`src/rtl/traffic_lights_cmd_parser.sv`:
```
// Byte-stream command parser for the traffic_lights controller: frames 5-byte packets
// (A5 OP DHI DLO CHK), validates them and issues one-cycle commands or counts rejections.
module traffic_lights_cmd_parser #(
  parameter int unsigned TIMEOUT_CYCLES = 200,
  parameter int unsigned MAX_TIME_MS    = 30000
) (
  input  logic        clk_2k_i,
  input  logic        arst_n_i,
  input  logic [7:0]  byte_data_i,
  input  logic        byte_valid_i,
  output logic        byte_ready_o,
  output logic [2:0]  cmd_type_o,
  output logic        cmd_valid_o,
  output logic [15:0] cmd_data_o,
  output logic        frame_err_o,
  output logic [7:0]  err_cnt_o
);

  localparam logic [7:0]  HEADER   = 8'hA5;
  localparam logic [7:0]  OP_MAX   = 8'h05;
  localparam logic [7:0]  OP_TIMED = 8'h03;  // ops at or above this carry a time in ms
  localparam logic [15:0] MAX_TIME = 16'(MAX_TIME_MS);
  localparam int          TW       = $clog2(TIMEOUT_CYCLES);
  localparam logic [TW-1:0] T_LAST = TW'(TIMEOUT_CYCLES - 1);

  typedef enum logic [2:0] {
    S_HUNT, S_OP, S_DHI, S_DLO, S_CHK, S_EMIT
  } state_e;

  state_e        state_q, state_d;
  logic [TW-1:0] tcnt_q, tcnt_d;
  logic [7:0]    op_q, dhi_q, dlo_q;
  logic          xfer;
  logic          frame_ok;
  logic          err_d;
  logic          emit_d;
  logic [15:0]   data;

  assign xfer = byte_valid_i && byte_ready_o;
  assign data = {dhi_q, dlo_q};

  always_comb begin
    frame_ok = (byte_data_i == (op_q ^ dhi_q ^ dlo_q)) && (op_q <= OP_MAX);
    if (op_q >= OP_TIMED) begin
      frame_ok = frame_ok && (data != 16'd0) && (data <= MAX_TIME);
    end else begin
      frame_ok = frame_ok && (data == 16'd0);
    end
  end

  always_comb begin
    // NOTE: every combinational output gets a default first so no path leaves it unassigned (no latches).
    state_d = state_q;
    tcnt_d  = '0;
    err_d   = 1'b0;
    emit_d  = 1'b0;
    unique case (state_q)
      S_HUNT: if (xfer && byte_data_i == HEADER) state_d = S_OP;
      S_OP, S_DHI, S_DLO, S_CHK: begin
        if (xfer) begin
          unique case (state_q)
            S_OP:    state_d = S_DHI;
            S_DHI:   state_d = S_DLO;
            S_DLO:   state_d = S_CHK;
            default: begin
              state_d = frame_ok ? S_EMIT : S_HUNT;
              emit_d  = frame_ok;
              err_d   = !frame_ok;
            end
          endcase
        end else if (tcnt_q == T_LAST) begin
          state_d = S_HUNT;
          err_d   = 1'b1;
        end else begin
          tcnt_d = tcnt_q + TW'(1);
        end
      end
      S_EMIT:  state_d = S_HUNT;
      default: state_d = S_HUNT;
    endcase
  end

  always_ff @(posedge clk_2k_i or negedge arst_n_i) begin
    if (!arst_n_i) begin
      state_q      <= S_HUNT;
      tcnt_q       <= '0;
      op_q         <= '0;
      dhi_q        <= '0;
      dlo_q        <= '0;
      byte_ready_o <= 1'b0;
      cmd_type_o   <= '0;
      cmd_valid_o  <= 1'b0;
      cmd_data_o   <= '0;
      frame_err_o  <= 1'b0;
      err_cnt_o    <= '0;
    end else begin
      // NOTE: sequential state uses non-blocking assignments so all registers update from pre-edge values.
      state_q      <= state_d;
      tcnt_q       <= tcnt_d;
      byte_ready_o <= (state_d != S_EMIT);
      cmd_valid_o  <= emit_d;
      frame_err_o  <= err_d;
      if (xfer && state_q == S_OP)  op_q  <= byte_data_i;
      if (xfer && state_q == S_DHI) dhi_q <= byte_data_i;
      if (xfer && state_q == S_DLO) dlo_q <= byte_data_i;
      if (emit_d) begin
        cmd_type_o <= op_q[2:0];
        cmd_data_o <= data;
      end
      if (err_d && err_cnt_o != 8'hFF) err_cnt_o <= err_cnt_o + 8'd1;
    end
  end

endmodule
```
`config.mk`:
```
export PLATFORM = sky130hd
export DESIGN_NAME = traffic_lights_cmd_parser
export DESIGN_NICKNAME = d
export VERILOG_FILES = /design/src/rtl/traffic_lights_cmd_parser.sv
export SDC_FILE = /design/constraint.sdc
export NUM_CORES = 1
export LEC_CHECK = 0
export ABC_AREA = 1
export CAP_MARGIN = 25
export CORE_ASPECT_RATIO = 1.2
export CORE_UTILIZATION = 56
export CTS_CLUSTER_DIAMETER = 40
export DETAILED_ROUTE_END_ITERATION = 10
export PLACE_DENSITY_LB_ADDON = 0.3
export SYNTH_ARGS = -nofsm -noshare
export SYNTH_HDL_FRONTEND = slang
export SYNTH_SLANG_ARGS = --single-unit
```
`constraint.sdc`:
```
create_clock -name clk_2k_i -period 2.2 [get_ports clk_2k_i]
set_clock_uncertainty 0.05 [all_clocks]
set_input_delay 0.44 -clock clk_2k_i [delete_from_list [all_inputs] [get_ports clk_2k_i]]
set_output_delay 0.44 -clock clk_2k_i [all_outputs]
set_load 0.05 [all_outputs]
```
## Word-level counts from Yosys, hierarchy flattened

Cells that the tools add are included.

| storage, ports and cells | value |
|---|---|
| register bits | 65 |
| input bits | 11 |
| output and inout bits | 30 |

| operators by class | value |
|---|---|
| add/subtract/negate cells | 2 |
| $lt $le $gt $ge | 3 |
| equality and inequality tests | 9 |
| muxes and demuxes | 17 |
| bitwise logic cells | 2 |
| reduce and logical (&&, ||, !) cells | 16 |

Operators with widths:

| kind | number |
|---|---|
| 8-bit two-way mux | 3 |
| 8-bit by 1-bit adder with 8-bit output, second input constant | 2 |
| 8-bit == test, second input constant | 2 |
| 16-bit by 15-bit <= comparator with 1-bit output, second input constant | 1 |
| 16-bit zero test | 1 |
| 16-bit nonzero test | 1 |
| 8-bit XOR | 2 |
| 3-bit two-way mux | 4 |
| 1-bit logical AND | 10 |
| 3-bit case mux with 3 select lines | 1 |
| 8-bit == test | 1 |
| 8-bit by 2-bit >= comparator with 1-bit output, second input constant | 1 |
| 8-bit by 3-bit <= comparator with 1-bit output, second input constant | 1 |
| 1-bit two-way mux | 8 |
| 8-bit inequality test, second input constant | 1 |
| 3-bit by 2-bit == test with 1-bit output, second input constant | 2 |
| 3-bit case mux with 2 select lines | 1 |
| 4-bit OR reduction | 1 |
| 3-bit by 1-bit == test with 1-bit output, second input constant | 1 |
| 3-bit == test, second input constant | 1 |
| 3-bit zero test | 1 |
| 3-bit inequality test, second input constant | 1 |
| 3-bit OR reduction | 1 |
| 1-bit zero test | 1 |

## Logic depth before layout (Yosys ltp)

Gate-level depths: netlist of the first run.

| depth | value |
|---|---|
| depth in word-level cells | 12 |
| depth in mapped cells | 14 |
| gate-level depth less buffers | 14 |

## Worst setup path after synthesis of the first run

No wires, ideal clock.

| path | value |
|---|---|
| path kind | register to register |
| start point | register byte_ready_o |
| end point | register cmd_data_o[10] |
| library setup time | 0.119 ns |
| arrival | 1.851 ns |
| data required time | 2.031 ns |
| path slack | 0.180 ns |
| stages on the path, launching flop included | 13 |
| buffers on the path | 1 |
| period minus slack after synthesis | 2.020 ns |
| cell sequence | dfrtp_1 -> nand2_1 -> inv_2 -> o21ai_0 -> nor2_1 -> nand3_1 -> nor2_2 -> nand3_2 -> nor2_4 -> nand2_4 -> buf_6 -> nand2_2 -> o21ai_2 |

| between the ends | value |
|---|---|
| word-level cells in the longest chain between the ends | 3 |

Ends and longest elaborated chain:

| element | line | text |
|---|---|---|
| start, declared | 11 | `output logic byte_ready_o,` |
| start signal, assigned | 100 | `byte_ready_o <= (state_d != S_EMIT);` |
| 1-bit logical AND | 39 | `assign xfer = byte_valid_i && byte_ready_o;` |
| 1-bit two-way mux | 60 | `if (xfer) begin` |
| 1-bit two-way mux | 57 | `unique case (state_q)` |
| end signal, assigned | 108 | `cmd_data_o <= data;` |
| end, declared | 14 | `output logic [15:0] cmd_data_o,` |

Every way passes these cells.
A chain may end at the register's enable or synchronous reset.

## Final worst setup path of the first run

| path | value |
|---|---|
| start point | register err_cnt_o[6] |
| end point | output err_cnt_o[6] |

RTL lines:

| element | line | text |
|---|---|---|
| start, declared | 16 | `output logic [7:0] err_cnt_o` |
| start signal, assigned | 110 | `if (err_d && err_cnt_o != 8'hFF) err_cnt_o <= err_cnt_o + 8'd1;` |

No word-level cell between the ends.

==> results of run 1 <==
area by class of cell:
type | count | area share, %
multi-input combinational | 296 | 35.1
clock inverter | 3 | 0.940
sequential | 65 | 38.2
inverter | 66 | 5.82
clock buffer | 13 | 3.50
timing repair buffer | 64 | 14.1
tap | 80 | 2.35
cell families after synthesis:
family / synth area share (%)
AND/OR/NAND/NOR: 29.1
buffers and inverters: 8.71
flip-flops: 47.6
AO/OA/AOI/OAI: 11.1
XOR/XNOR: 2.82
adder cells (fa/ha/maj): 0.732
stage by stage:
| step | setup WS, ns | hold slack (ns) |
|---|---|---|
| 2_1_floorplan | 0.180 | 0.0944 |
| 6_report | 0.0836 | 0.0328 |
| 5_1_grt | 0.0226 | 0.0897 |
| 4_1_cts | 0.0779 | 0.0588 |
| 3_3_place_gp | -0.0620 | 0.397 |
| 3_5_place_dp | -0.0994 | 0.409 |
placed cells by master (no fill, tap or decap), drive strengths merged, types with 2 or more instances in the layout:
cell type	n
clkdlybuf4s50	39
nor4	5
dfrtp	65
a211oi	2
nand2	134
nand4	13
nand3	26
nor2	40
xnor2	4
o211ai	2
ha	2
xor2	7
inv	66
nor3	6
o21ai	44
buf	25
clkbuf	13
clkinv	2
a21oi	5
how the worst min path moves through the flow:
stage                                end  slack, ns  cells past startpoint
after floorplan             byte_ready_o       0.09                      0
after global placement         tcnt_q[0]       0.40                      1
after detailed placement       tcnt_q[0]       0.41                      1
after CTS                  cmd_data_o[7]       0.06                      1
after global routing      cmd_data_o[15]       0.09                      1
final                      cmd_data_o[7]       0.03                      1
layer usage:
| metal | routed length [um] | GRT usage, % | share of wire [%] |
|---|---|---|---|
| met1 | 3120 | 31.4 | 42 |
| met2 | 3730 | 46.3 | 50 |
| met3 | 342 | 5.29 | 4.6 |
| met4 | 244 | 14.2 | 3.3 |
| met5 | 0 | 0 | 0 |
where the power goes:
group,internal (W),switching [W],total (W),leakage (nW)
clock,0.000552,0.000436,0.000988,0.0974
combinational,0.000203,0.000364,0.000567,1.18
sequential,0.00126,0.0000811,0.00135,0.873
total,0.00202,0.000881,0.00290,2.15
sequential cells by signal (all words and copies together) (netlist names):
name          flops
frame_err_o       1
tcnt_q            8
state_q           3
err_cnt_o         8
op_q              8
cmd_valid_o       1
cmd_data_o       16
cmd_type_o        3
dhi_q             8
dlo_q             8
byte_ready_o      1
==> run metrics, run 1 <==
gr ovfl total 0; Final Cell Area ~4300 um2; Top Family by Delay on Critical Path buffers and inverters; CP peak stage delay roughly 0.84 ns; r2r setup slk approximately 0.28 ns; synthesis-stage register bit count 65; CP startpoint err_cnt_o[6]; CTS tree done; H-tree lvl count 3; DIE WIDTH around 73 um; Die Y about 88 um; DR iter-0 viols between 150 and 200; Worst EP required roughly 1.7 ns; placed insts 571; DRC 0; run status completed; Layout area overhead 24.6%; final hold vios 0; Area contributors post-synth dfrtp_1, nand2_1, inv_1; Avg Inst Size Synth between 7 and 8 um2; setup TNS 0 ns; first-pass GRT wire length around 13 mm; Critical Path End Type output pin; Pins Over Slew Limit 0; area fraction of the dominant cell type after synthesis approximately 48%; Post-DRT Antenna Nets 0; # clock sinks 65; post-synthesis sequential area ratio 47.6%; Layout Cells excl Fill around 590; RSZ-0062 raised after global routing no; critical path depth 1; maximum buffer depth of the clock tree 2; most common cell in the netlist nand2_1; Yosys warnings 0; CP Launch Type flip-flop; worst slew pin tran about 0.57 ns; num ports 41; peak supply drop 0.517 mV; FF-to-FF End tcnt_q[4]; Mapped Cells between 400 and 500; share of layout cells above drive strength 1 17.4%; # rows 30; number of CTS-inserted buffers 9; syn nets about 450; Post-Place Cell Area between 4000 and 5000 um2; clock-pin transition on the worst setup and hold timing paths ~0.07 ns; Post-Syn Area approximately 3400 um2; antenna violations before repair 0; ANT cells 0; Port Buffers 40; Starting Density between 50 and 60%; r2r worst-path depth 7; Via density ~5.2; Die Footprint about 6400 um2; largest net degree at the start of global routing 27; CTS Hold Bufs 0; Placer Congestion 0.899; first drt pass iteration count 4; synth cell count leaders nand2_1, dfrtp_1, inv_1; Post-synth EDFFs 0; Final Routed Wirelength between 7 and 8 mm; Via Count about 3000; relative slew slack between 60% and 70%; Main synth FF type dfrtp_1; worst setup path end err_cnt_o[6]; GRT Overall Usage between 20 and 30%; Setup violations, final 0; Worst Path Max Fanout 5; MaxCap Viol Count 0; Fillers ~470; CTS Root Cell clkbuf_8; Synth cell types 32; Reg area 1630 um2; leak pwr 2.15 nW; PwrDens approximately 700 nW/um2; area of the multi-input gates around 1500 um2; setup repair bufs after CTS 0; worst r2r src state_q[1]; vias in the first global route between 2000 and 3000; Total Power roughly 0.0029 W; DR WL/cell 12.7 um; Synth async-reset ratio 100%; WP data arrival 1.63 ns; Peak Freq approximately 470 MHz; CP Class reg2out; largest area contributor in the netlist dfrtp_1; worst-path cell chain clkdlybuf4s50_1; half-perimeter wire length after placement between 5 and 6 mm; crit share post-route a little over nine tenths; post-layout util 73.7%; WP buf/inv 1; cts repair resizes 0; CP max-delay cell clkdlybuf4s50_1; total core area between 5000 and 6000 um2; Skew-Pair Late Insertion Delay between 0.3 and 0.4 ns; nets@finish around 500; hold crit path type in2async; fin crit period roughly 2.1 ns
Note: power is estimated with default switching activity, not from simulation.
==> run 2: changes to the inputs <==
Settings changed: GPL_TIMING_DRIVEN from default to 0.
==> run metrics, run 2 (synthesized netlist as in run 1, its figures left out) <==
Die Y 87.6 um; # clock sinks 65; sw frac about a third; GRT Overall Usage between 20% and 30%; Peak Freq about 470 MHz; Final Cell Area a little over 4000 um2; crit share post-route just under 100%; worst r2r src dlo_q[6]; CTS Root Cell clkbuf_8; CP max-delay cell clkdlybuf4s50_1; Setup violations, final 0; setup TNS 0 ns; Switch Pwr between 0.0009 and 0.001 W; DIE WIDTH 73.3 um; first drt pass iteration count 5; Via Count between 3000 and 4000; MaxCap Viol Count 0; Critical Path Most Common Cell nand2_1; vias in the first global route approximately 2900; RSZ-0062 raised after global routing yes; gr ovfl total 0; post-layout util 71.6%; Skew-Pair Late Insertion Delay 0.35 ns; maximum buffer depth of the clock tree 2; relative slew slack approximately 48%; leak pwr roughly 2.1 nW; DR WL/cell around 13 um; Worst EP required between 2 and 2.5 ns; CP startpoint byte_valid_i; # rows 30; DR iter-0 viols roughly 280; Die Footprint ~6400 um2; hold crit path type in2async; WP data arrival ~2.3 ns; WP buf/inv 2; Largest Register cmd_data_o; Post-DRT Antenna Nets 0; clock-pin transition on the worst setup and hold timing paths ~0.07 ns; largest net degree at the start of global routing 66; Largest register FFs 16; CTS Hold Bufs 0; nets@finish slightly above 500; Critical Path End Type flip-flop; Placer Congestion 0.912; worst slew pin tran a little under 0.8 ns; PwrDens approximately 680 nW/um2; Port Buffers 40; Top Family by Delay on Critical Path simple AND/OR/NAND/NOR gates; CP Launch Type input port; Starting Density about three fifths; worst-path cell chain clkdlybuf4s50_1 > nand2_1 > nor3_1 > nand2_1 > clkbuf_1 > nand2_1 > o21ai_0; ANT cells 0; run status completed; DRC 0; Final Routed Wirelength between 7 and 8 mm; commonest non-fill, non-tap cell in the layout nand2_1; Layout area overhead 21.1%; share of layout cells above drive strength 1 15.6%; Clock Power Share around a third; r2r worst-path depth 10; Gate power share between 10% and 20%; antenna violations before repair 0; commonest cells after routing, fill and taps aside nand2_1, dfrtp_1, inv_1; CTS tree done; Int Power about 0.0019 W; num ports a little over 40; total core area between 5000 and 6000 um2; Flop pwr share between 40% and 50%; Worst Path Max Fanout 10; final hold vios 0; critical path depth 7; first-pass GRT wire length approximately 13 mm; half-perimeter wire length after placement approximately 5.5 mm; CP peak stage delay 0.45 ns; CP Class in2reg; Post-Place Cell Area between 3000 and 4000 um2; peak supply drop slightly above 0.5 mV; fin crit period roughly 2.1 ns; Via density around 5.3; Pins Over Slew Limit 0; number of CTS-inserted buffers 9; H-tree lvl count 3
[run 2: power by group through the flow]
stage | clock network (W) | logic (W) | registers, W
final | 0.000921 | 0.000552 | 0.00135
after global routing | 0.000972 | 0.000629 | 0.00136
after CTS | 0.000935 | 0.000548 | 0.00134
after detailed placement | 0 | 0.000543 | 0.00136
after global placement | 0 | 0.000528 | 0.00136
after floorplan | 0 | 0.000343 | 0.00139
[run 2: layout make-up]
class,instances,area [um2]
flip-flops and latches,65,1630
repair buffers,45,438
multi-input cells,296,1490
clock inverters,5,30.0
plain buffers,7,51.3
fillers,492,1640
well taps,80,100
inverters,66,248
clock buffers,11,151
[run 2: metal layers]
layer / GRT usage (%) / up-vias / share of wire (%)
met5: 0 / - / 0
met4: 13.1 / 0 / 3.8
met3: 5.52 / 33 / 5.3
met2: 46.7 / 111 / 51
met1: 30.2 / 1390 / 40
li1: - / 1507 / -
[run 2: path summary, 6_finish.rpt]
path / endpoint / slack, ns
hold / removal: cmd_data_o[12] / 0.14
setup / recovery: dlo_q[7] / 0.08
max in group asynchronous: state_q[2] / 1.46
hold reg to reg: cmd_data_o[1] / 0.43
setup reg to reg: err_cnt_o[2] / 0.18
min in group clk_2k_i: cmd_data_o[1] / 0.43
[run 2: repair_timing]
action,in CTS,in global routing
buffers inserted,0,5
resized for setup,0,3
endpoints found under the setup margin,0,33
[run 2: metrics by stage]
step	setup slack, ns	std cells	hold slack (ns)	power, W
2_1_floorplan	0.180	434	0.0944	0.00174
3_3_place_gp	-1.43	554	0.395	0.00189
3_5_place_dp	-0.246	554	0.419	0.00191
4_1_cts	0.0792	570	0.157	0.00283
5_1_grt	-0.0208	575	0.208	0.00296
6_report	0.0769	575	0.139	0.00282
